### config.mk
export PLATFORM = sky130hd
export DESIGN_NAME = unsigned_restoring_divider_flat
export DESIGN_NICKNAME = d
export VERILOG_FILES = /design/src/rtl/unsigned_restoring_divider_pkg.sv /design/src/rtl/unsigned_restoring_divider_if.sv /design/src/rtl/unsigned_restoring_divider_div_step.sv /design/src/rtl/unsigned_restoring_divider.sv /design/src/flat_wrapper.sv
export SDC_FILE = /design/constraint.sdc
export NUM_CORES = 1
export LEC_CHECK = 0
export BUFFER_PORTS_ARGS = -buffer_cell sky130_fd_sc_hd__buf_2
export CORE_ASPECT_RATIO = 0.6
export CORE_MARGIN = 2
export CORE_UTILIZATION = 60
export DETAILED_ROUTE_END_ITERATION = 7
export PLACE_DENSITY_LB_ADDON = 0.15
export SLEW_MARGIN = 10
export SYNTH_ARGS = -nofsm -noshare
export SYNTH_HDL_FRONTEND = slang
export SYNTH_SLANG_ARGS = --single-unit
### constraint.sdc
create_clock -name clk -period 5.3 [get_ports clk]
set_clock_uncertainty 0.1 [all_clocks]
set_input_delay 1.06 -clock clk [delete_from_list [all_inputs] [get_ports clk]]
set_output_delay 1.06 -clock clk [all_outputs]
set_load 0.02 [all_outputs]
### src/rtl/unsigned_restoring_divider_pkg.sv
// unsigned_restoring_divider_pkg: shared width default and FSM state encoding
package unsigned_restoring_divider_pkg;
    localparam int DEF_WIDTH = 8;
    typedef enum logic [1:0] {IDLE, CALC, DONE} state_t;
endpackage

### src/rtl/unsigned_restoring_divider_if.sv
// unsigned_restoring_divider_if: request/result bundle between requester and divider
interface unsigned_restoring_divider_if
    import unsigned_restoring_divider_pkg::*;
    #(parameter int WIDTH = DEF_WIDTH);
    logic                 start;
    logic [2*WIDTH-1:0]   dividend;
    logic [WIDTH-1:0]     divisor;
    logic                 busy;
    logic                 done;
    logic [2*WIDTH-1:0]   quotient;
    logic [WIDTH-1:0]     remainder;
    logic                 div_by_zero;
    modport master (output start, dividend, divisor,
                    input busy, done, quotient, remainder, div_by_zero);
    modport slave (input start, dividend, divisor,
                   output busy, done, quotient, remainder, div_by_zero);
endinterface

### src/rtl/unsigned_restoring_divider_div_step.sv
// div_step: one restoring shift/trial-subtract step producing one quotient bit
module div_step #(parameter int WIDTH = 8) (
    input  logic [WIDTH:0]   rem_i,
    input  logic             bit_i,
    input  logic [WIDTH-1:0] divisor_i,
    output logic [WIDTH:0]   rem_o,
    output logic             q_o
);
    logic [WIDTH+1:0] shifted;
    logic [WIDTH+1:0] diff;
    always_comb begin
        shifted = {rem_i, bit_i};
        diff    = shifted - {2'b00, divisor_i};
        q_o     = ~diff[WIDTH+1];
        rem_o   = q_o ? diff[WIDTH:0] : shifted[WIDTH:0];
    end
endmodule

### src/rtl/unsigned_restoring_divider.sv
// unsigned_restoring_divider: multi-cycle 2W/W unsigned divider, one quotient bit per cycle
module unsigned_restoring_divider
    import unsigned_restoring_divider_pkg::*;
    #(parameter int WIDTH = DEF_WIDTH) (
    input logic clk,
    input logic rst,
    unsigned_restoring_divider_if.slave bus
);
    localparam int N  = 2 * WIDTH;
    localparam int CW = $clog2(2 * WIDTH + 1);
    state_t           state_q, state_d;
    logic [CW-1:0]    cnt_q, cnt_d;
    logic [N-1:0]     dq_q, dq_d;
    logic [WIDTH-1:0] dvs_q, dvs_d;
    logic [WIDTH:0]   rem_q, rem_d, step_rem;
    logic             step_bit;
    logic [N-1:0]     quo_q, quo_d;
    logic [WIDTH-1:0] rmd_q, rmd_d;
    logic             busy_q, busy_d, done_q, done_d, dbz_q, dbz_d;
    div_step #(.WIDTH(WIDTH)) u_step (
        .rem_i(rem_q), .bit_i(dq_q[N-1]), .divisor_i(dvs_q),
        .rem_o(step_rem), .q_o(step_bit)
    );
    // dq_q shifts dividend bits out the top while quotient bits fill in from the bottom
    always_comb begin
        state_d = state_q;
        cnt_d   = cnt_q;
        dq_d    = dq_q;
        dvs_d   = dvs_q;
        rem_d   = rem_q;
        quo_d   = quo_q;
        rmd_d   = rmd_q;
        dbz_d   = dbz_q;
        case (state_q)
            IDLE: if (bus.start) begin
                dq_d  = bus.dividend;
                dvs_d = bus.divisor;
                rem_d = '0;
                cnt_d = '0;
                if (bus.divisor == '0) begin
                    state_d = DONE;
                    quo_d   = '1;
                    rmd_d   = bus.dividend[WIDTH-1:0];
                    dbz_d   = 1'b1;
                end else begin
                    state_d = CALC;
                end
            end
            CALC: begin
                dq_d  = {dq_q[N-2:0], step_bit};
                rem_d = step_rem;
                cnt_d = cnt_q + 1'b1;
                if (cnt_q == CW'(N - 1)) begin
                    state_d = DONE;
                    quo_d   = {dq_q[N-2:0], step_bit};
                    rmd_d   = step_rem[WIDTH-1:0];
                    dbz_d   = 1'b0;
                end
            end
            DONE:    state_d = IDLE;
            default: state_d = IDLE;
        endcase
        busy_d = state_d == CALC;
        done_d = state_d == DONE;
    end
    always_ff @(posedge clk) begin
        if (rst) begin
            state_q <= IDLE;
            cnt_q   <= '0;
            dq_q    <= '0;
            dvs_q   <= '0;
            rem_q   <= '0;
            quo_q   <= '0;
            rmd_q   <= '0;
            busy_q  <= 1'b0;
            done_q  <= 1'b0;
            dbz_q   <= 1'b0;
        end else begin
            state_q <= state_d;
            cnt_q   <= cnt_d;
            dq_q    <= dq_d;
            dvs_q   <= dvs_d;
            rem_q   <= rem_d;
            quo_q   <= quo_d;
            rmd_q   <= rmd_d;
            busy_q  <= busy_d;
            done_q  <= done_d;
            dbz_q   <= dbz_d;
        end
    end
    assign bus.busy        = busy_q;
    assign bus.done        = done_q;
    assign bus.quotient    = quo_q;
    assign bus.remainder   = rmd_q;
    assign bus.div_by_zero = dbz_q;
endmodule

### src/flat_wrapper.sv
// flat-port wrapper written by rule: the top's interface ports become plain ports
module unsigned_restoring_divider_flat import unsigned_restoring_divider_pkg::*;
#(parameter int WIDTH = DEF_WIDTH)
  (clk, rst, bus_start, bus_dividend, bus_divisor, bus_busy, bus_done, bus_quotient, bus_remainder, bus_div_by_zero);
  unsigned_restoring_divider_if #(.WIDTH(WIDTH)) bus_i ();
  input logic clk;
  input logic rst;
  input wire logic [$bits(bus_i.start)-1:0] bus_start;
  input wire logic [$bits(bus_i.dividend)-1:0] bus_dividend;
  input wire logic [$bits(bus_i.divisor)-1:0] bus_divisor;
  output wire logic [$bits(bus_i.busy)-1:0] bus_busy;
  output wire logic [$bits(bus_i.done)-1:0] bus_done;
  output wire logic [$bits(bus_i.quotient)-1:0] bus_quotient;
  output wire logic [$bits(bus_i.remainder)-1:0] bus_remainder;
  output wire logic [$bits(bus_i.div_by_zero)-1:0] bus_div_by_zero;
  assign bus_i.start = bus_start;
  assign bus_i.dividend = bus_dividend;
  assign bus_i.divisor = bus_divisor;
  assign bus_busy = bus_i.busy;
  assign bus_done = bus_i.done;
  assign bus_quotient = bus_i.quotient;
  assign bus_remainder = bus_i.remainder;
  assign bus_div_by_zero = bus_i.div_by_zero;
  unsigned_restoring_divider #(.WIDTH(WIDTH)) u_core (.clk(clk), .rst(rst), .bus(bus_i));
endmodule
==> flow_summary.toml <==
[run_status]
status = "complete, no violations"

[synthesis]
synth_cell_types = 47
seq_area_frac_synth_pct = 43.1
synthCells = 384
yosys_warnings = 0
synth.cell_area_um2 = 3120
synth_edf_count = 0
async_flop_share_pct = 0
syn_nets = 422
ys_ff_latch = 67
synth_ff_type = "dfxtp_1"
syn_avg_cell_area_um2 = 8.11

[timing]
fin_crit_sh_pct = 61.2
rsz0062_at_grt = "no"
max_slew_margin_pct = 30.0
fmax_ghz = 0.308
setup_viol = 0
min_period_ns = 3.25
hold_viol_final = 0
hold_ws_ns = 0.360
tns_ns = 0
drv_slew = 0
worstMarginPinSlew_ns = 1.05

[drt]
wl_met1_um = 3930
via_per_inst = 5.88
wl_per_cell_um = 15.3
drt_pass1_iterations = 5
wl_met3_um = 565
drc_errors = 0
route.met2.wl_um = 3060
postRouteAntennaNets = 0
routed_wl_um = 7660
num_vias = 2940
drt_iter0_drc = 210
topRoutingLayerUsed = "met4"

[placement]
hpwl_um = 5410
place_area_um2 = 3400
portBuffers = 53
place.gp.congestion = 0.884
dp_cells = 484

[worst_setup_path]
path_cells = "buf_2, nor4_1, nand3_1, nand2_1, o21bai_1, or2_2, o22ai_1"
crit_required_ns = 5.48
timing_worst_setup_path_type = "in -> reg"
path_max_fanout = 31
cpPeakStageDelay_ns = 0.88
end_kind = "flip-flop"
worstPathArrival_ns = 3.42
critPathSlowestCell = "nand2_1"
start_kind = "input port"

[global_routing]
grt_overflow = 0
grt_pass1_wl_um = 12400
track_usage_pct = 27.4
antenna_found_initial = 0
grt_max_degree = 61
grt_pass1_vias = 2569

[finish]
final_util_pct = 71.4
final_common_cell = "nor2_1"
regArea_um2 = 1340
antenna_cells = 0
design_area_um2 = 3590
finalNonFillerCells = 500
fillers = 421
synthToLayoutAreaGrowth_pct = 15.3
multi_input_area_um2 = 1640
final_nets = 467
drive_gt1_share_pct = 18.2
layout_common_cells = "nor2_1 (69), dfxtp_1 (67), nand2_1 (54)"

[power]
p_per_area_nw_per_um2 = 347
leakage_nw = 1.54
ir_worst_vdd_uv = 195

[hold_path]
min_path_type = "reg -> reg"

[clocking]
cts_tree = "built"
cts-root-buf = "clkbuf_8"
clkTransAtPathRegs_ns = 0.07
cts_setup_buffers = 0
ctsResizeCount = 0
cts_buffers = 9
h-tree-depth = 3
cts_hold_buffers = 0
clock_latency_ns = 0.35
clock-sinks = 67
cts_max_path_buffers = 2

[job]
drv_cap = 0

[floorplanning]
ios = 54
num_rows = 20
fp.dieH_um = 59.8
die_w_um = 97.0
core_um2 = 5030
dieArea_um2 = 5800
initial_utilization_pct = 61.9
## where the power goes
part / internal [mW] / switching, mW
Sequential: 0.531 / 0.0205
Combinational: 0.0995 / 0.177
Clock: 0.228 / 0.191
Total: 0.858 / 0.389
## through the flow
step | setup slack [ns] | power, mW
detailed placement | 1.76 | 0.829
CTS | 2.10 | 1.25
floorplan | 2.79 | 0.775
finish | 2.05 | 1.25
global placement | 1.87 | 0.821
global route | 1.78 | 1.30
## worst max-delay path: cells and delay by family
family,cells,cell delay [ns]
AO/OA/AOI/OAI,2,0.27
AND/OR/NAND/NOR,4,1.97
buffers and inverters,1,0.11
## synth_stat cells, types with 2 or more instances
cell type / n / area, um^2
a2111oi_0: 3 / 26.3
a211o_1: 3 / 26.3
a211oi_1: 17 / 128
a21o_1: 5 / 37.5
a21oi_1: 21 / 105
a311oi_1: 10 / 87.6
a31oi_1: 4 / 25.0
a32oi_1: 4 / 35.0
and3_1: 4 / 25.0
buf_1: 2 / 7.51
clkbuf_1: 20 / 75.1
dfxtp_1: 67 / 1340
ha_1: 10 / 125
inv_1: 11 / 41.3
mux2_2: 2 / 22.5
mux2i_1: 4 / 40.0
nand2_1: 54 / 203
nand2b_1: 2 / 12.5
nand3_1: 13 / 65.1
nand4_1: 3 / 18.8
nor2_1: 69 / 259
nor2b_1: 2 / 12.5
nor3b_1: 2 / 15.0
nor4_1: 9 / 56.3
o21a_1: 3 / 22.5
o21ai_0: 13 / 65.1
o21bai_1: 3 / 22.5
or3_1: 4 / 25.0
xor2_1: 2 / 17.5
## flip-flops by register name, summed over array words and instances (netlist names)
| signal | flops |
|---|---|
| u_core.bus.quotient | 16 |
| u_core.dq_q | 16 |
| u_core.rem_q | 9 |
| u_core.bus.remainder | 8 |
| u_core.dvs_q | 8 |
| u_core.cnt_q | 5 |
| u_core.state_q | 2 |
| u_core.bus.busy | 1 |
| u_core.bus.div_by_zero | 1 |
| u_core.bus.done | 1 |
## cells by family (layout without fill, tap and decap cells)
group	Yosys count	after routing	synth area share, %
and+or+nand+nor	171	171	24.5
DFF	67	67	43.1
adders and majority gates	11	11	4.66
buffers and inverters	34	84	4.34
AOI/OAI and AO/OA	92	92	20.6
muxes	6	6	2.01
xor gates and xnor gates	3	3	0.844
## per-layer routing
metal  track usage, %  vias to the layer above
met1             38.8                     1355
met5                0                        -
met3             8.77                       11
met2             39.6                      111
met4             9.86                        0
li1                 -                     1463
## worst paths after layout
kind,cells after the start,startpoint,end,slack [ns]
max reg2reg,7,u_core.rem_q[5]$_SDFFE_PP0P_,u_core.bus.remainder[5]$_SDFFE_PP0P_,2.25
max,7,bus_divisor[0],u_core.bus.remainder[2]$_SDFFE_PP0P_,2.05
min,2,u_core.dvs_q[5]$_SDFFE_PP0P_,u_core.dvs_q[5]$_SDFFE_PP0P_,0.36
min reg2reg,2,u_core.dvs_q[5]$_SDFFE_PP0P_,u_core.dvs_q[5]$_SDFFE_PP0P_,0.36
## area by class of cell
cell class | instances | share of cell area, %
Timing Repair Buffer | 57 | 8.22
Tap cell | 66 | 2.30
Inverter | 11 | 1.15
Sequential cell | 67 | 37.3
Multi-Input combinational cell | 283 | 45.6
Clock buffer | 11 | 3.93
Clock inverter | 5 | 1.46
(Power assumes the default switching activity.)
